**src/rtl/muldiv_pkg.sv**
```systemverilog
// Shared definitions for the iterative multiply/divide unit:
// op encodings and FSM states.
package muldiv_pkg;

  localparam logic [1:0] OP_MULTU = 2'b00;
  localparam logic [1:0] OP_DIVU  = 2'b01;
  localparam logic [1:0] OP_MULT  = 2'b10;
  localparam logic [1:0] OP_DIV   = 2'b11;

  typedef enum logic [1:0] {
    IDLE   = 2'd0,
    CALC   = 2'd1,
    FINISH = 2'd2
  } state_e;

endpackage

```
**src/rtl/muldiv_step.sv**
```systemverilog
// One combinational iteration on the {acc, opnd} pair: right-shifting
// shift-add multiply or left-shifting restoring divide.
module muldiv_step #(
  parameter int WIDTH = 32
) (
  input  logic             is_div,
  input  logic [WIDTH-1:0] acc_i,
  input  logic [WIDTH-1:0] opnd_i,
  input  logic [WIDTH-1:0] b_i,
  output logic [WIDTH-1:0] acc_o,
  output logic [WIDTH-1:0] opnd_o
);

  logic [WIDTH:0]   sum;
  logic [WIDTH:0]   rem;
  logic [WIDTH-1:0] diff;
  logic             ge;

  always_comb begin
    sum  = {1'b0, acc_i} + (opnd_i[0] ? {1'b0, b_i} : '0);
    rem  = {acc_i, opnd_i[WIDTH-1]};
    // An explicit compare (not a borrow bit) keeps b=0 yielding all-ones/a.
    ge   = (rem >= {1'b0, b_i});
    diff = rem[WIDTH-1:0] - b_i;
    if (is_div) begin
      acc_o  = ge ? diff : rem[WIDTH-1:0];
      opnd_o = {opnd_i[WIDTH-2:0], ge};
    end else begin
      acc_o  = sum[WIDTH:1];
      opnd_o = {sum[0], opnd_i[WIDTH-1:1]};
    end
  end

endmodule

```
**src/rtl/muldiv_unit.sv**
```systemverilog
// Iterative multiply/divide unit owning the HI/LO pair.
// Optional signed mult/div for op 10/11 when MULDIV_SIGNED_EN is defined.
module muldiv_unit
  import muldiv_pkg::*;
#(
  parameter int WIDTH           = 32,
  parameter int STEPS_PER_CYCLE = 1
) (
  input  logic             clk,
  input  logic             reset_n,
  input  logic             start,
  input  logic [1:0]       op,
  input  logic [WIDTH-1:0] a,
  input  logic [WIDTH-1:0] b,
  input  logic             wr_hi,
  input  logic             wr_lo,
  input  logic [WIDTH-1:0] wr_data,
  output logic             busy,
  output logic             done,
  output logic             div_zero,
  output logic [WIDTH-1:0] hi,
  output logic [WIDTH-1:0] lo
);

  localparam int N     = WIDTH / STEPS_PER_CYCLE;
  localparam int CNT_W = (N > 1) ? $clog2(N) : 1;

  state_e           state_q, state_d;
  logic [CNT_W-1:0] cnt_q, cnt_d;
  logic [WIDTH-1:0] acc_q, acc_d;
  logic [WIDTH-1:0] opnd_q, opnd_d;
  logic [WIDTH-1:0] b_q, b_d;
  logic             is_div_q, is_div_d;
  logic             dz_q, dz_d;
  logic [WIDTH-1:0] hi_q, hi_d;
  logic [WIDTH-1:0] lo_q, lo_d;
  logic             done_q, done_d;
  logic             div_zero_q, div_zero_d;

  logic [WIDTH-1:0]   a_mag, b_mag;
  logic [2*WIDTH-1:0] prod;
  logic [WIDTH-1:0]   quo, rmd;
  logic               is_div_op;

  assign is_div_op = (op == OP_DIVU) || (op == OP_DIV);

`ifdef MULDIV_SIGNED_EN
  logic             signed_op, a_neg, b_neg;
  logic             neg_res_q, neg_res_d;
  logic             neg_rem_q, neg_rem_d;
  logic [WIDTH-1:0] a_orig_q, a_orig_d;

  assign signed_op = (op == OP_MULT) || (op == OP_DIV);
  assign a_neg     = signed_op & a[WIDTH-1];
  assign b_neg     = signed_op & b[WIDTH-1];
  assign a_mag     = a_neg ? -a : a;
  assign b_mag     = b_neg ? -b : b;
`else
  assign a_mag = a;
  assign b_mag = b;
`endif

  logic [STEPS_PER_CYCLE:0][WIDTH-1:0] acc_chain;
  logic [STEPS_PER_CYCLE:0][WIDTH-1:0] opnd_chain;

  assign acc_chain[0]  = acc_q;
  assign opnd_chain[0] = opnd_q;

  generate
    for (genvar gi = 0; gi < STEPS_PER_CYCLE; gi++) begin : g_step
      muldiv_step #(.WIDTH(WIDTH)) u_step (
        .is_div (is_div_q),
        .acc_i  (acc_chain[gi]),
        .opnd_i (opnd_chain[gi]),
        .b_i    (b_q),
        .acc_o  (acc_chain[gi+1]),
        .opnd_o (opnd_chain[gi+1])
      );
    end
  endgenerate

  always_comb begin
    state_d    = state_q;
    cnt_d      = cnt_q;
    acc_d      = acc_q;
    opnd_d     = opnd_q;
    b_d        = b_q;
    is_div_d   = is_div_q;
    dz_d       = dz_q;
    hi_d       = hi_q;
    lo_d       = lo_q;
    done_d     = 1'b0;
    div_zero_d = 1'b0;
    prod       = {acc_q, opnd_q};
    quo        = opnd_q;
    rmd        = acc_q;
`ifdef MULDIV_SIGNED_EN
    neg_res_d  = neg_res_q;
    neg_rem_d  = neg_rem_q;
    a_orig_d   = a_orig_q;
    if (neg_res_q) begin
      prod = -prod;
      quo  = -quo;
    end
    if (neg_rem_q) rmd = -rmd;
`endif

    case (state_q)
      IDLE: begin
        if (wr_hi) hi_d = wr_data;
        if (wr_lo) lo_d = wr_data;
        if (start) begin
          state_d  = CALC;
          cnt_d    = CNT_W'(N - 1);
          acc_d    = '0;
          opnd_d   = a_mag;
          b_d      = b_mag;
          is_div_d = is_div_op;
          dz_d     = (b == '0);
`ifdef MULDIV_SIGNED_EN
          neg_res_d = a_neg ^ b_neg;
          neg_rem_d = a_neg;
          a_orig_d  = a;
`endif
        end
      end
      CALC: begin
        acc_d  = acc_chain[STEPS_PER_CYCLE];
        opnd_d = opnd_chain[STEPS_PER_CYCLE];
        if (cnt_q == '0) state_d = FINISH;
        else             cnt_d   = cnt_q - 1'b1;
      end
      FINISH: begin
        state_d = IDLE;
        done_d  = 1'b1;
        if (is_div_q) begin
          div_zero_d = dz_q;
          hi_d       = rmd;
          lo_d       = quo;
`ifdef MULDIV_SIGNED_EN
          // Sign correction must not disturb the divide-by-zero result.
          if (dz_q) begin
            hi_d = a_orig_q;
            lo_d = '1;
          end
`endif
        end else begin
          {hi_d, lo_d} = prod;
        end
      end
      default: state_d = IDLE;
    endcase
  end

  always_ff @(posedge clk or negedge reset_n) begin
    if (!reset_n) begin
      state_q    <= IDLE;
      cnt_q      <= '0;
      acc_q      <= '0;
      opnd_q     <= '0;
      b_q        <= '0;
      is_div_q   <= 1'b0;
      dz_q       <= 1'b0;
      hi_q       <= '0;
      lo_q       <= '0;
      done_q     <= 1'b0;
      div_zero_q <= 1'b0;
`ifdef MULDIV_SIGNED_EN
      neg_res_q  <= 1'b0;
      neg_rem_q  <= 1'b0;
      a_orig_q   <= '0;
`endif
    end else begin
      state_q    <= state_d;
      cnt_q      <= cnt_d;
      acc_q      <= acc_d;
      opnd_q     <= opnd_d;
      b_q        <= b_d;
      is_div_q   <= is_div_d;
      dz_q       <= dz_d;
      hi_q       <= hi_d;
      lo_q       <= lo_d;
      done_q     <= done_d;
      div_zero_q <= div_zero_d;
`ifdef MULDIV_SIGNED_EN
      neg_res_q  <= neg_res_d;
      neg_rem_q  <= neg_rem_d;
      a_orig_q   <= a_orig_d;
`endif
    end
  end

  assign busy     = (state_q != IDLE);
  assign done     = done_q;
  assign div_zero = div_zero_q;
  assign hi       = hi_q;
  assign lo       = lo_q;

endmodule

```
**config.mk**
```make
export PLATFORM = sky130hd
export DESIGN_NAME = muldiv_unit
export DESIGN_NICKNAME = d
export VERILOG_FILES = /design/src/rtl/muldiv_pkg.sv /design/src/rtl/muldiv_step.sv /design/src/rtl/muldiv_unit.sv
export SDC_FILE = /design/constraint.sdc
export NUM_CORES = 1
export LEC_CHECK = 0
export ABC_AREA = 1
export BUFFER_PORTS_ARGS = -buffer_cell sky130_fd_sc_hd__buf_2
export CORE_ASPECT_RATIO = 0.75
export CORE_MARGIN = 2
export CORE_UTILIZATION = 64
export CTS_BUF_LIST = sky130_fd_sc_hd__clkbuf_16
export DETAILED_ROUTE_END_ITERATION = 8
export PLACE_DENSITY = 0.87
export SETUP_SLACK_MARGIN = 0.02
export SYNTH_ARGS = -nofsm -noshare
export SYNTH_HDL_FRONTEND = slang
export SYNTH_SLANG_ARGS = --single-unit
```
**constraint.sdc**
```tcl
create_clock -name clk -period 4.99 [get_ports clk]
set_clock_uncertainty 0.05 [all_clocks]
set_input_delay 0.2495 -clock clk [delete_from_list [all_inputs] [get_ports clk]]
set_output_delay 0.2495 -clock clk [all_outputs]
set_load 0.05 [all_outputs]
```
# Word-level counts from Yosys, hierarchy flattened
# Cells that the tools add are included.
[totals]
regBits = 171
latchBits = 0
ramBits = 0
romBits = 0
input_bits = 103
mem_count = 0
[classes]
n_addsub = 3
multipliers = 0
div_mod_pow = 0
n_lt_le_gt_ge = 1
eq_ne = 9
shift = 0
muxes = 21
bitwise_logic = 0
reduce_logical = 13
[op_table]
columns = ["cell", "n"]
rows = [
  ["2-to-1 mux 32 bit", 8],
  ["case mux 32 bit (2 select lines)", 4],
  ["adder 32 x 33 -> 33 bit", 1],
  [">= comparator 33 x 32 -> 1 bit", 1],
  ["zero test 32 bit", 1],
  ["subtractor 32 bit", 1],
  ["2-to-1 mux 5 bit", 2],
  ["!= test 2 bit (second input constant)", 5],
  ["case mux 5 bit (2 select lines)", 1],
  ["AND reduction 2 bit", 5],
  ["nonzero test 2 bit", 3],
  ["zero test 5 bit", 1],
  ["subtractor 5 x 1 -> 5 bit (second input constant)", 1],
  ["equality test 2 x 1 -> 1 bit (second input constant)", 2],
  ["equality test 2 bit (second input constant)", 2],
  ["2-to-1 mux 2 bit", 2],
  ["case mux 2 bit (2 select lines)", 1],
  ["2-to-1 mux 1 bit", 3],
  ["AND reduction 3 bit", 1],
  ["zero test 2 bit", 1],
  ["logical OR 1 bit", 1],
]

# Logic depth before layout (Yosys ltp)
# Gate-level depths: netlist of the first run.
[depth]
ltp_word = 4
mapped_depth = 21
depth_no_buf = 19

# Hierarchy
# Synthesis of the first run repeated with hierarchy kept, for this count alone.
[hier_totals]
cells_unflattened = 2044
hier_area_um2 = 13474.2
[modules_own_cells]
columns = ["module", "n_inst", "cells_per_inst", "area_per_inst_um2", "seq_area_each_um2"]
rows = [
  ["muldiv_unit", 1, 769, 7372.1, 4279.1],
  ["muldiv_step", 1, 1275, 6102.1, 0.0],
]

# Worst setup path before layout of the first run
# OpenSTA, ideal clock, no wires.
[synth_timing]
path_kind = "flip-flop to flip-flop"
from = "reg opnd_q[0]"
to = "reg acc_q[24]"
setup_ps = 118
arrival_ps = 2176
path_slack_ps = 2646
stages_incl_launch_ff = 15
n_path_buf = 2
synth_period_minus_slack_ps = 2344
cell_sequence = "dfrtp_1 clkbuf_1 clkbuf_1 nand2_1 inv_1 ha_1 nand2_1 nor2_1 and2_1 nand4_1 or2_2 nand3_1 nand3_1 nand3_1 nand2_1"
[synth_via]
elab_chain_len = 4
[synth_rtl]
columns = ["element", "line", "rtl"]
rows = [
  ["from (decl)", "muldiv_unit.sv:31", "logic [WIDTH-1:0] opnd_q, opnd_d;"],
  ["from (signal assigned)", "muldiv_unit.sv:177", "opnd_q <= opnd_d;"],
  ["2-to-1 mux 32 bit", "muldiv_step.sv:20", "sum = {1'b0, acc_i} + (opnd_i[0] ? {1'b0, b_i} : '0);"],
  ["adder 32 x 33 -> 33 bit", "muldiv_step.sv:20", ""],
  ["2-to-1 mux 32 bit", "muldiv_step.sv:25", "if (is_div) begin"],
  ["case mux 32 bit (2 select lines)", "muldiv_unit.sv:108", "case (state_q)"],
  ["to (signal assigned)", "muldiv_unit.sv:159", "acc_q <= '0;"],
  ["to (signal assigned)", "muldiv_unit.sv:176", "acc_q <= acc_d;"],
  ["to (decl)", "muldiv_unit.sv:30", "logic [WIDTH-1:0] acc_q, acc_d;"],
]
# No other way between the ends.
# A chain may end at the register's enable or synchronous reset.

# Worst setup path in the final report of the first run
[layout_timing]
from = "reg opnd_q[0]"
to = "reg acc_q[27]"
# The elaborated chain is that of the path after synthesis.

==> impl_metrics.py, run 1 <==
metrics = {
    "critical_path": {
        "r2r_start": "opnd_q[0]",
        "arrival_ns": 3.52,
        "rrSetupSlack_ns": 1.76,
        "path_max_fanout": 20,
        "r2r_end": "acc_q[27]",
        "critPathCaptureType": "flip-flop",
        "cp.required_ns": 5.28,
        "critPathKind": "reg2reg",
        "critical_path.startpoint": "opnd_q[0]",
        "worstRegToRegCells": 15,
        "start_kind": "flip-flop",
    },
    "yosys": {
        "synth_compound_area_share_pct": 12.80,
        "synthDistinctLibCells": 39,
        "synth_edf_count": 0,
        "synth_flop_cell": "dfrtp_1",
        "synthXorXnorAreaFrac_pct": 0.9780,
        "synth_top_family_by_area": "simple AND/OR/NAND/NOR gates",
        "synth.yosys.seq_area_share_pct": 31.86,
        "synth_simple_gate_area_share_pct": 30.58,
        "synth-adder-area-share_pct": 6.446,
        "yosys_warnings": 0,
        "syn_area_um2": 13430,
        "syn_nets": 2216,
        "synthArstFlopShare_pct": 100.0,
        "synth_seq_cells": 171,
        "syn_inst": 2045,
        "muxShareOfSynthArea_pct": 5.365,
        "avgSynthCellArea_um2": 6.569,
    },
    "timing": {
        "max_freq_mhz": 309.9,
        "tns_ns": 0,
        "fin_crit_ns": 3.227,
        "slew_headroom_pct": 20.76,
        "rsz0062_at_grt": "false",
        "tightestPinTransition_ns": 1.184,
        "min_period_over_period_pct": 64.67,
        "finalHoldViolCount": 0,
        "layout_setup_ws_ns": 1.763,
        "final_max_slew_viol_count": 0,
        "finalSetupViolations": 0,
    },
    "drt": {
        "wl_per_cell_um": 18.44,
        "drt-pass1-iter-count": 7,
        "ant_nets": 0,
        "drc_errors": 0,
        "vias_per_cell": 5.886,
        "via_count": 14562,
        "drt_iter0_drc": 2065,
        "routed_wl_um": 45630,
    },
    "finish": {
        "final_common_cell": "nand2_1",
        "fillers": 1674,
        "layout-drive-gt1-share_pct": 13.73,
        "nNetsFinal": 2350,
        "antenna_cells": 0,
        "final_cell_mix": "nand2_1, inv_1, dfrtp_1",
        "area_delta_synth_final_pct": 12.25,
        "fin_cells": 2474,
    },
    "floorplan": {
        "die_x_um": 171.3,
        "pin_count": 170,
        "rows": 45,
        "core_um2": 20440,
        "die_area_um2": 22180,
        "initial_core_util_pct": 65.72,
        "die_y_um": 129.5,
    },
    "clocking": {
        "cts_num_sinks": 171,
        "cts_buffer_depth": 2,
        "cts_tree": "done",
        "cts_buffers": 17,
        "cts.clk_slew.worst_paths_ns": 0.07,
        "clkLatencyLatePin_ns": 0.45,
        "h-tree-depth": 4,
        "ctsResizeCount": 0,
        "clock-root-buffer": "clkbuf_16",
    },
    "global_routing": {
        "track_usage_pct": 41.80,
        "grt_pass1_vias": 13622,
        "antenna_found_initial": 1,
        "gr-total-overflow": 0,
        "grt_first_pass_wirelength_um": 71590,
        "grt_max_degree": 110,
    },
    "hold_path": {
        "hold_class": "in2reg",
        "hold_end": "b_q[28]",
        "holdCritStartpoint": "b[28]",
        "whs_path_depth": 3,
    },
    "placed_design": {
        "dp_hpwl_um": 33600,
        "port_buffers": 168,
        "gp_congestion": 1.041,
        "dp_slack_ns": 1.895,
        "dp_cells": 2438,
    },
    "run": {
        "timing.max_cap.violations": 0,
    },
    "outcome": {
        "outcome": "finished, final reports clean",
    },
}
worst max-delay path, cell delays in order (launching register included):
cell	delay (ns)
dfrtp_1	0.84
nand2_1	0.12
inv_1	0.09
ha_1	0.20
inv_1	0.09
fa_1	0.40
o21bai_1	0.32
nand2_1	0.11
nand3_1	0.25
nand2_1	0.17
nand3_1	0.12
nand2_1	0.05
nor2_1	0.09
nor2_1	0.06
nand2_1	0.12
nand2_1	0.05
area by class of cell:
| cell class | instances | area [um^2] | area share, % |
|---|---|---|---|
| Multi-Input combinational cell | 1455 | 7570 | 50.20 |
| Sequential cell | 171 | 4280 | 28.39 |
| Inverter | 351 | 1318 | 8.738 |
| Timing Repair Buffer | 183 | 982.2 | 6.514 |
| Clock buffer | 17 | 425.4 | 2.821 |
| Tap cell | 282 | 352.8 | 2.340 |
| Clock inverter | 15 | 150.1 | 0.9958 |
worst max path at each step:
stage	end	slack, ns	cells past startpoint
floorplan	acc_q[24]	2.65	14
global placement	acc_q[26]	1.95	15
detailed placement	acc_q[27]	1.89	15
CTS	acc_q[27]	1.88	15
global route	acc_q[26]	1.58	15
finish	acc_q[27]	1.76	15
sequential cells by signal (all words and copies together), names as in the netlist:
name	cells
opnd_q	32
b_q	32
is_div_q	1
hi	32
acc_q	32
lo	32
state_q	2
dz_q	1
cnt_q	5
done	1
div_zero	1
synth_stat cells (2+ instances only):
cell	instances	area, um^2
xnor2_1	3	26.28
nor2_1	130	488.0
nand3_1	143	715.7
nand3_2	2	20.02
clkinv_1	2	7.510
a21oi_1	97	485.5
buf_2	11	55.05
o21a_1	3	22.52
fa_1	2	40.04
nor3_2	2	20.02
o21ai_0	165	825.8
nor3_1	10	50.05
mux2_2	64	720.7
or2_2	5	31.28
inv_2	6	22.52
and2_1	7	43.79
xor2_1	12	105.1
a21o_1	2	15.01
ha_1	66	825.8
o21ai_1	9	45.04
clkbuf_1	49	183.9
nand2_1	645	2421
nand2_2	2	12.51
buf_6	3	33.78
inv_1	343	1287
o21bai_1	9	67.56
nor2_4	2	22.52
a22oi_1	32	240.2
dfrtp_1	171	4279
buf_1	5	18.77
nor4_1	3	18.77
nand3b_1	8	60.06
nand4_1	26	162.7
timing repair:
item | CTS | global route
setup buffers | 0 | 0
hold buffers | 4 | 0
hold endpoints to repair | 65 | 0
through the flow:
stage | utilization [%] | hold slack (ns) | cell area (um^2)
after floorplan | - | -0.09609 | 13430
after global placement | 70.76 | 0.2118 | 14460
after detailed placement | 70.76 | 0.2256 | 14460
after CTS | 73.77 | 0.01105 | 15080
after global routing | 73.77 | 0.02884 | 15080
final | 73.77 | 0.01531 | 15080
per-layer routing:
metal	GRT usage (%)	share of wire (%)	vias up	wire [um]
met1	57.59	41	6706	18820
met3	9.835	11	167	4971
li1	-	-	6766	-
met4	19.39	4.6	2	2079
met2	62.74	43	921	19740
met5	0	0.031	-	14
cell families (layout without fill, tap and decap cells):
kind of cell    after synthesis  count (layout)
fa+ha+maj                    68              68
flops                       171             171
compound gates              319             319
xor+xnor                     15              15
buf+inv                     419             566
mux                          64              64
simple gates                989             989
Power of run 1 is left out: the tool's default activity adds up to more than one toggle a clock period on the data nets, which glitch-free logic cannot reach.
==> run 2, diff against run 1 <==
ABC_AREA = 0   (was 1)
CORE_UTILIZATION = 58   (was 64)
PLACE_DENSITY = 0.81   (was 0.87)
clock period = 3.13 ns   (was 4.99 ns; I/O delays follow)
==> run 2 against run 1 <==
Compared with the run above: core utilization up 4.4 points; the run now ends with setup timing left; critical path depth down 2; synthesized area down 15%; register-to-register slack worse by 1.8 ns; maximum frequency up 2.9%.
==> impl_metrics.py, run 2 <==
metrics = {
    "finish": {
        "final_cell_mix": "nand2_1, dfrtp_1, buf_2",
        "nNetsFinal": 1853,
        "final_common_cell": "nand2_1",
        "layout-drive-gt1-share_pct": 24.54,
        "area_delta_synth_final_pct": 32.05,
        "antenna_cells": 0,
    },
    "clocking": {
        "h-tree-depth": 4,
        "clkLatencyLatePin_ns": 0.44,
        "cts.clk_slew.worst_paths_ns": 0.08,
        "cts_num_sinks": 171,
        "cts_buffer_depth": 2,
        "clock-root-buffer": "clkbuf_16",
        "cts_buffers": 17,
        "cts_tree": "done",
    },
    "floorplan": {
        "die_y_um": 125.7,
        "die_x_um": 166.2,
        "core_um2": 19320,
        "initial_core_util_pct": 59.23,
        "pin_count": 170,
        "rows": 44,
        "die_area_um2": 20880,
    },
    "critical_path": {
        "slowest_delay_ns": 0.48,
        "path_max_fanout": 7,
        "critPathCaptureType": "flip-flop",
        "cp.required_ns": 3.39,
        "start_kind": "flip-flop",
        "worst_path_max_delay_cell": "dfrtp_2",
        "critPathKind": "reg2reg",
        "arrival_ns": 3.40,
        "crit_top_cell": "o211ai_1",
        "path_cells": "buf_6, and2_1, ha_4, a21oi_1, o211ai_1, o311ai_2, a21o_1, a2111oi_2, buf_4, nor2_1, o21ai_1, mux2i_1, o211ai_1",
    },
    "drt": {
        "drc_errors": 0,
        "routed_wl_um": 38530,
        "drt_iter0_drc": 1351,
        "wl_per_cell_um": 19.78,
        "ant_nets": 0,
        "drt-pass1-iter-count": 7,
        "vias_per_cell": 6.207,
        "via_count": 12091,
    },
    "hold_path": {
        "hold_class": "in2reg",
    },
    "yosys": {
        "syn_inst": 1376,
        "synthXorXnorAreaFrac_pct": 3.673,
        "synth-adder-area-share_pct": 7.565,
        "synth_most_common_cell": "nand2_1",
        "synth_flop_cell": "dfrtp_1",
        "synth_top_family_by_area": "compound AO/OA/AOI/OAI gates",
        "synth_seq_cells": 171,
        "syn_nets": 1547,
        "synthArstFlopShare_pct": 100.0,
        "synth_compound_area_share_pct": 25.36,
        "muxShareOfSynthArea_pct": 2.197,
        "synth_commonest_cells": "nand2_1, dfrtp_1, o21ai_0",
        "synth_top_cell_area_share_pct": 37.39,
        "avgSynthCellArea_um2": 8.317,
        "synth.yosys.seq_area_share_pct": 37.39,
        "synthDistinctLibCells": 68,
        "synth_area_leaders": "dfrtp_1, ha_1, nand2_1, o21ai_0, a21oi_1",
        "synth_simple_gate_area_share_pct": 19.14,
        "synth_top_cell_by_area": "dfrtp_1",
        "yosys_warnings": 0,
        "syn_area_um2": 11440,
        "synth_edf_count": 0,
    },
    "global_routing": {
        "grt_max_degree": 99,
        "grt_first_pass_wirelength_um": 60560,
        "antenna_found_initial": 0,
        "grt_pass1_vias": 11514,
        "gr-total-overflow": 0,
        "track_usage_pct": 35.85,
    },
    "run": {
        "timing.max_cap.violations": 0,
    },
    "timing": {
        "tns_ns": -0.005322,
        "slew_headroom_pct": 44.84,
        "fin_crit_ns": 3.135,
        "rsz0062_at_grt": "true",
        "final_max_slew_viol_count": 0,
        "finalSetupViolations": 1,
        "max_freq_mhz": 318.9,
        "finalHoldViolCount": 0,
        "min_period_over_period_pct": 100.2,
        "tightestPinTransition_ns": 0.8273,
        "layout_setup_ws_ns": -0.005322,
    },
    "placed_design": {
        "dp_slack_ns": -0.1879,
        "gp_congestion": 0.9540,
        "port_buffers": 168,
        "dp_hpwl_um": 26050,
    },
    "outcome": {
        "outcome": "finished with violations",
        "violations": "setup timing",
    },
}
[run 2: cell count changes after synthesis, sizes merged, moves of 63 or more]
cell and delta:
inv -296, mux2 -63, nand2 -439, nand3 -120, nor2 -84, nor2b +67
[run 2: area by class of cell]
type / count / area, um^2
Sequential cell: 171 / 4283
Fill cell: 1291 / 4210
Tap cell: 253 / 316.6
Clock buffer: 17 / 425.4
Multi-Input combinational cell: 1071 / 7094
Inverter: 53 / 198.9
Timing Repair Buffer: 368 / 2624
Clock inverter: 15 / 171.4
[run 2: cells by family (layout without fill, tap and decap cells)]
group	Yosys count	after routing
muxes	25	25
xor gates and xnor gates	48	48
buffers and inverters	134	453
AOI/OAI and AO/OA	475	475
DFF	171	171
adders and majority gates	68	68
and+or+nand+nor	455	455
[run 2: critical path: cells and delay by family, from the launching register on]
kind	cells	cell delay [ns]
compound gates	7	1.30
fa+ha+maj	1	0.31
buf+inv	2	0.36
flops	1	0.48
mux	1	0.26
simple gates	2	0.24
[run 2: through the flow]
step,hold slack (ns),instance area [um^2],std cells,util [%]
floorplan,-0.1891,11440,1376,-
global placement,0.2258,13240,1831,68.49
detailed placement,0.2238,13240,1831,68.49
CTS,0.004766,14580,1933,75.44
global route,0.03412,15110,1948,78.21
finish,0.02045,15110,1948,78.21
[run 2: repair_timing]
item | CTS | global route
hold buffers | 65 | 0
pin swaps | 6 | 38
endpoints found under the hold margin | 139 | 0
setup buffers | 5 | 15
endpoints found under the setup margin | 13 | 29
resized for setup | 16 | 78
[run 2: per-layer routing]
metal	vias up	GRT usage, %	share of wire [%]
li1	5537	-	-
met1	5738	49.63	42
met2	714	57.92	46
met3	102	5.625	8.7
met4	0	12.43	3.9
met5	-	0	0
[run 2: path summary, 6_finish.rpt]
check | start | endpoint | slack [ns] | cells after the start
min in group asynchronous | reset_n | b_q[14] | 0.29 | 2
max in group asynchronous | reset_n | acc_q[7] | 1.86 | 3
worst min-delay path | a[9] | opnd_q[9] | 0.02 | 3
worst max register to register | opnd_q[0] | acc_q[24] | -0.005 | 13
worst max-delay path | opnd_q[0] | acc_q[24] | -0.005 | 13
worst min register to register | hi[31] | hi[31] | 0.43 | 2
Power of run 2 is left out for the same reason.
